`src/rtl/fsmc_pkg.sv`:
```
// Shared types and helpers for the FSMC bus scheduler: FSM state encoding,
// default error read pattern and the module-select decoder.
package fsmc_pkg;

    typedef enum logic [1:0] {
        IDLE,
        RD_REQ,
        ADDR_HOLD,
        WR_REQ
    } state_t;

    localparam logic [15:0] ERR_PATTERN_DEFAULT = 16'hDEAD;

    // Widest cs vector the decoder accepts; narrower selects are zero-extended.
    localparam int MAX_MODULES = 32;

    typedef struct packed {
        logic       valid;
        logic [4:0] idx;
    } sel_decode_t;

    // valid is set only when exactly one bit is high; idx is that bit's position.
    function automatic sel_decode_t onehot_to_idx(input logic [MAX_MODULES-1:0] vec);
        sel_decode_t result;
        int unsigned ones;
        result = '0;
        ones   = 0;
        for (int i = 0; i < MAX_MODULES; i++) begin
            if (vec[i]) begin
                result.idx = 5'(i);
                ones++;
            end
        end
        result.valid = (ones == 1);
        return result;
    endfunction

endpackage

```
`src/rtl/fsmc_req_timer.sv`:
```
// Request timeout counter: cleared when a request starts, counts cycles
// without acknowledge, and pulses expire on the last allowed cycle.
module fsmc_req_timer #(
    parameter int CYCLES = 8
) (
    input  logic clk,
    input  logic rst,
    input  logic clear,
    input  logic enable,
    output logic expire
);

    localparam int W = (CYCLES > 1) ? $clog2(CYCLES) : 1;

    logic [W-1:0] count;

    // NOTE: sequential state uses non-blocking assignments so every register
    // samples the pre-edge values, independent of block ordering.
    always_ff @(posedge clk) begin
        if (rst) begin
            count <= '0;
        end else if (clear) begin
            count <= '0;
        end else if (enable) begin
            count <= count + W'(1);
        end
    end

    assign expire = enable && (count == W'(CYCLES - 1));

endmodule

```
`src/rtl/fsmc_bus_scheduler.sv`:
```
// Converts FSMC address/data phases into req/ack transactions on one of
// NUM_MODULES user modules, prefetching read data on every address phase.
module fsmc_bus_scheduler
    import fsmc_pkg::*;
#(
    parameter int DATA_WIDTH     = 16,
    parameter int NUM_MODULES    = 4,
    parameter int SEL_WIDTH      = 2,
    parameter int TIMEOUT_CYCLES = 8,
    parameter logic [DATA_WIDTH-1:0] ERR_PATTERN = DATA_WIDTH'(ERR_PATTERN_DEFAULT)
) (
    input  logic                   clk,
    input  logic                   rst,
    input  logic [NUM_MODULES-1:0] cs,
    input  logic                   addr_en,
    input  logic                   rd_en,
    input  logic                   wr_en,
    input  logic [DATA_WIDTH-1:0]  bus_data,
    output logic [DATA_WIDTH-1:0]  resp_data,
    output logic [SEL_WIDTH-1:0]   m_sel,
    output logic [DATA_WIDTH-1:0]  m_addr,
    output logic [DATA_WIDTH-1:0]  m_wdata,
    output logic                   m_rd_req,
    output logic                   m_wr_req,
    input  logic [NUM_MODULES-1:0] m_ack,
    input  logic [DATA_WIDTH-1:0]  m_rdata [NUM_MODULES],
    output logic                   busy,
    output logic [7:0]             timeout_cnt,
    output logic [7:0]             decode_err_cnt
);

    state_t         state, state_n;
    sel_decode_t    dec;
    logic [SEL_WIDTH-1:0] sel_idx;
    logic           ack_sel;
    logic           wr_pending;
    logic           wr_en_prev;
    logic           timer_clear, timer_en, expire;
    logic           load_addr, load_wdata, set_pending, clr_pending;
    logic           load_resp_ack, load_resp_err, inc_timeout, inc_decode_err;

    assign dec     = onehot_to_idx(MAX_MODULES'(cs));
    assign sel_idx = SEL_WIDTH'(dec.idx);
    assign ack_sel = m_ack[m_sel];

    assign timer_en    = ((state == RD_REQ) || (state == WR_REQ)) && !ack_sel && !addr_en;
    assign timer_clear = addr_en || (state_n != state);

    fsmc_req_timer #(
        .CYCLES (TIMEOUT_CYCLES)
    ) u_timer (
        .clk    (clk),
        .rst    (rst),
        .clear  (timer_clear),
        .enable (timer_en),
        .expire (expire)
    );

    always_ff @(posedge clk) begin
        if (rst) begin
            state <= IDLE;
        end else begin
            state <= state_n;
        end
    end

    // NOTE: every signal written here gets a default first, so no path can
    // leave one unassigned and infer a latch.
    always_comb begin
        state_n        = state;
        load_addr      = 1'b0;
        load_wdata     = 1'b0;
        set_pending    = 1'b0;
        clr_pending    = 1'b0;
        load_resp_ack  = 1'b0;
        load_resp_err  = 1'b0;
        inc_timeout    = 1'b0;
        inc_decode_err = 1'b0;

        // A new address phase wins over anything in flight, including a same-cycle ack.
        if (addr_en) begin
            clr_pending = 1'b1;
            if (dec.valid) begin
                load_addr = 1'b1;
                state_n   = RD_REQ;
            end else begin
                inc_decode_err = 1'b1;
                state_n        = IDLE;
            end
        end else begin
            case (state)
                IDLE: begin
                end
                RD_REQ: begin
                    if (rd_en) begin
                        load_wdata  = 1'b1;
                        set_pending = 1'b1;
                    end
                    if (ack_sel || expire) begin
                        load_resp_ack = ack_sel;
                        load_resp_err = !ack_sel;
                        inc_timeout   = !ack_sel;
                        state_n       = (wr_pending || rd_en) ? WR_REQ : ADDR_HOLD;
                    end
                end
                ADDR_HOLD: begin
                    if (rd_en) begin
                        load_wdata = 1'b1;
                        state_n    = WR_REQ;
                    end else if (wr_en_prev && !wr_en) begin
                        state_n = IDLE;
                    end
                end
                WR_REQ: begin
                    if (ack_sel || expire) begin
                        inc_timeout = !ack_sel;
                        clr_pending = 1'b1;
                        state_n     = IDLE;
                    end
                end
                default: state_n = IDLE;
            endcase
        end
    end

    always_ff @(posedge clk) begin
        if (rst) begin
            m_addr         <= '0;
            m_sel          <= '0;
            m_wdata        <= '0;
            resp_data      <= '0;
            wr_pending     <= 1'b0;
            wr_en_prev     <= 1'b0;
            timeout_cnt    <= '0;
            decode_err_cnt <= '0;
        end else begin
            wr_en_prev <= wr_en;
            if (load_addr) begin
                m_addr <= bus_data;
                m_sel  <= sel_idx;
            end
            if (load_wdata) begin
                m_wdata <= bus_data;
            end
            if (clr_pending) begin
                wr_pending <= 1'b0;
            end else if (set_pending) begin
                wr_pending <= 1'b1;
            end
            if (load_resp_ack) begin
                resp_data <= m_rdata[m_sel];
            end else if (load_resp_err) begin
                resp_data <= ERR_PATTERN;
            end
            if (inc_timeout && (timeout_cnt != 8'hFF)) begin
                timeout_cnt <= timeout_cnt + 8'd1;
            end
            if (inc_decode_err && (decode_err_cnt != 8'hFF)) begin
                decode_err_cnt <= decode_err_cnt + 8'd1;
            end
        end
    end

    assign m_rd_req = (state == RD_REQ);
    assign m_wr_req = (state == WR_REQ);
    assign busy     = (state != IDLE);

endmodule
```
`config.mk`:
```
export PLATFORM = sky130hd
export DESIGN_NAME = fsmc_bus_scheduler
export DESIGN_NICKNAME = d
export VERILOG_FILES = /design/src/rtl/fsmc_pkg.sv /design/src/rtl/fsmc_req_timer.sv /design/src/rtl/fsmc_bus_scheduler.sv
export SDC_FILE = /design/constraint.sdc
export NUM_CORES = 1
export LEC_CHECK = 0
export CAP_MARGIN = 20
export CORE_ASPECT_RATIO = 2
export CORE_MARGIN = 2
export CORE_UTILIZATION = 45
export CTS_CLUSTER_SIZE = 14
export DETAILED_ROUTE_END_ITERATION = 8
export GPL_ROUTABILITY_DRIVEN = 0
export GPL_TIMING_DRIVEN = 0
export PLACE_DENSITY = 0.9
export SLEW_MARGIN = 10
export SYNTH_ARGS = -nofsm -noshare
export SYNTH_HDL_FRONTEND = slang
export SYNTH_SLANG_ARGS = --single-unit
```
`constraint.sdc`:
```
create_clock -name clk -period 4.35 [get_ports clk]
set_input_delay 0.6525 -clock clk [delete_from_list [all_inputs] [get_ports clk]]
set_output_delay 0.6525 -clock clk [all_outputs]
set_load 0.01 [all_outputs]
```
==> results_dict.tcl <==
set metrics [dict create \
    ant_nets 0 \
    core_mm2 0.007885 \
    path_common_cell "ha_1" \
    yosysMostFrequentCell "dfxtp_1" \
    ys_seq_elements 73 \
    relSlewSlack 0.4916 \
    antenna_found_initial 1 \
    cts_root_buf "clkbuf_16" \
    r2r-end "resp_data[10]" \
    synth-edff-count 0 \
    crit_arrival_ns 3.54 \
    nets 670 \
    grt_max_degree 13 \
    routed-via-count 3757 \
    syn_nets 500 \
    yosysTopAreaCell "dfxtp_1" \
    postCtsHoldBufs 0 \
    finalClockSkew_ns 0.005215 \
    drc 0 \
    hpwl_um 9401 \
    rsz0062_at_grt "false" \
    cts.path.max_buffers 2 \
    holdWs_ns 0.4636 \
    crit_slowest_cell "o31ai_1" \
    post_synth_num_cell_types 45 \
    timing.fmax_ghz 0.3020 \
    drt-pass1-iter-count 4 \
    final_cell_area_mm2 0.005657 \
    die_area_mm2 0.008856 \
    place_ws_ns 0.7227 \
    htree_levels 3 \
    path_max_fanout 10 \
    final_cells 667 \
    cts.sinks 73 \
    ys_async_sr_fraction 0 \
    cts_setup_buffers 0 \
    hp-start "m_wdata[14]" \
    clock_latency_ns 0.34 \
    yosysSeqAreaShare 0.4021 \
    layout-drive-gt1-share 0.06667 \
    synth_top_area_frac 0.4021 \
    wl_per_cell_um 17.97 \
    powerDensity_mw_per_mm2 324.7 \
    reg2regPathDepth 8 \
    area_growth_syn_to_layout_pct 55.63 \
    fp.dieH_um 131.1 \
    synth_ff_type "dfxtp_1" \
    worst_pin_slew_ns 0.7627 \
    netlist_area_mm2 0.003635 \
    synth_common_cells "dfxtp_1 (73), nor2_1 (64), nand2_1 (42), a21oi_1 (27), mux2i_1 (21)" \
    numCtsBuffers 9 \
    cts.repair.resized 0 \
    worst_hold_path.endpoint "m_wdata[14]" \
    hold_viol_final 0 \
    cp-end-kind "flip-flop" \
    syn_avg_cell_area_um2 9.202 \
    path_cells "clkdlybuf4s50_1 -> inv_1 -> ha_1 -> xor2_1 -> ha_1 -> o21a_1 -> o31ai_1 -> clkbuf_1 -> nor3_1 -> mux2_2" \
    portBuffers 159 \
    clkTransAtPathRegs_ns 0.06 \
    start_util 0.4610 \
    dp.cells 650 \
    cts_tree "yes" \
    maxCapViolCount 0 \
    rows 46 \
    setup_slack_ns 1.039 \
    grt_pass1_vias 3924 \
    synth_cells 395 \
    hp-class "flip-flop to flip-flop" \
    track_usage 0.2851 \
    drt_iter0_drc 189 \
    die_x_um 67.55 \
    placed_area_mm2 0.005346 \
    crit_required_ns 4.58 \
    wirelength_um 11990 \
    hold_path_depth 2 \
    ff2ff_setup_slack_ns 1.96 \
    post-route-period-util 0.7612 \
    ir_drop_mv 0.3928 \
    grt_pass1_wl_um 18930 \
    r2r-start "state[1]" \
    yosysWarnings 0 \
    power.leakage_nw 2.140 \
    start_kind "input port" \
    io_pins 162 \
    fin_crit_ns 3.311 \
    fin_tns_setup_ns 0 \
    finalSetupViolCount 0 \
    slew_viol_final 0 \
    worst-setup-path-type "input port to flip-flop" \
    synth.area.top_cells "dfxtp_1 (40%), mux4_2 (6.8%), nor2_1 (6.6%)" \
    via_per_inst 5.633 \
    cpPeakStageDelay_ns 0.56 \
    overflow 0 \
    status "completed" \
]
-- how the worst max path moves through the flow --
stage / start / to / slack [ns] / depth (start not counted)
final: cs[1] / decode_err_cnt[4] / 1.04 / 10
after CTS: cs[1] / decode_err_cnt[4] / 1.07 / 10
after floorplan: cs[0] / decode_err_cnt[4] / 1.62 / 9
after global routing: cs[1] / decode_err_cnt[4] / 0.86 / 11
after global placement: cs[0] / decode_err_cnt[4] / 0.80 / 10
after detailed placement: cs[1] / decode_err_cnt[4] / 0.72 / 10
-- critical path: cells and delay by family --
kind,cells,cell delay (ns)
adder cells (fa/ha/maj),2,0.61
XOR/XNOR,1,0.21
AND/OR/NAND/NOR,1,0.11
multiplexers,1,0.27
buffers and inverters,3,0.91
AO/OA/AOI/OAI,2,0.76
-- metal layers --
layer  global-route usage  wire [um]  vias to the layer above
met1               0.2784       3861                     1783
met3              0.07705        723                       54
met4               0.2018        862                        0
met5                    0          0                        -
li1                     -          -                     1742
met2               0.4875       6541                      178
-- logic make-up (layout without fill, tap and decap cells) --
family | after synthesis | after routing | synth area share
AOI/OAI and AO/OA | 66 | 66 | 0.1170
xor gates and xnor gates | 8 | 8 | 0.01928
adders and majority gates | 12 | 12 | 0.04131
buffers and inverters | 37 | 212 | 0.04544
DFF | 73 | 73 | 0.4021
muxes | 40 | 40 | 0.1756
other | 0 | 1 | 0
and+or+nand+nor | 159 | 159 | 0.1993
-- cell usage in the layout (no fill, tap or decap), types with 2 or more instances in the layout --
cell	count
mux2i_1	21
and4_1	2
clkbuf_8	2
clkbuf_1	18
a21o_1	2
a22oi_1	5
and3_1	2
a31oi_1	2
nand3_1	9
a21oi_1	27
a211o_1	2
xor2_1	3
inv_1	12
nor2b_1	7
mux4_2	11
clkbuf_16	9
ha_1	12
nor2_1	64
o21bai_1	3
xnor2_1	5
buf_6	3
nor3_1	15
buf_1	2
o31ai_1	4
nand2_1	42
mux2_2	2
a221oi_1	4
buf_2	3
dfxtp_1	73
nand2b_1	5
clkdlybuf4s50_1	159
or3_1	5
or4_1	4
mux4_1	6
o21ai_0	8
-- metrics by stage --
step | total power [W] | util
finish | 0.001837 | 0.7174
CTS | 0.001838 | 0.7171
detailed placement | 0.001089 | 0.6780
global route | 0.001907 | 0.7174
global placement | 0.001074 | 0.6780
floorplan | 0.0009004 | -
-- sequential cells by signal, indices dropped and copies added (netlist names) --
name            cells
decode_err_cnt      8
m_addr             16
m_sel               2
m_wdata            16
resp_data          16
state               2
timeout_cnt         8
u_timer.count       3
wr_en_prev          1
wr_pending          1
-- report_power, final --
part	leakage [nW]	switching [W]	internal, W	total, W
clock	0.149	0.000281	0.000475	0.000757
combinational	1.40	0.000161	0.000203	0.000364
sequential	0.592	0.0000192	0.000697	0.000716
-- cell type report --
cell class	count	area [um^2]
clock buffers	12	256.5
flip-flops and latches	73	1461
well taps	96	120.1
diodes	1	2.502
multi-input cells	285	2008
inverters	12	45.04
fillers	517	2228
clock inverters	4	51.30
plain buffers	25	120.1
repair buffers	159	1592
Power figures use the tool's default switching activity.
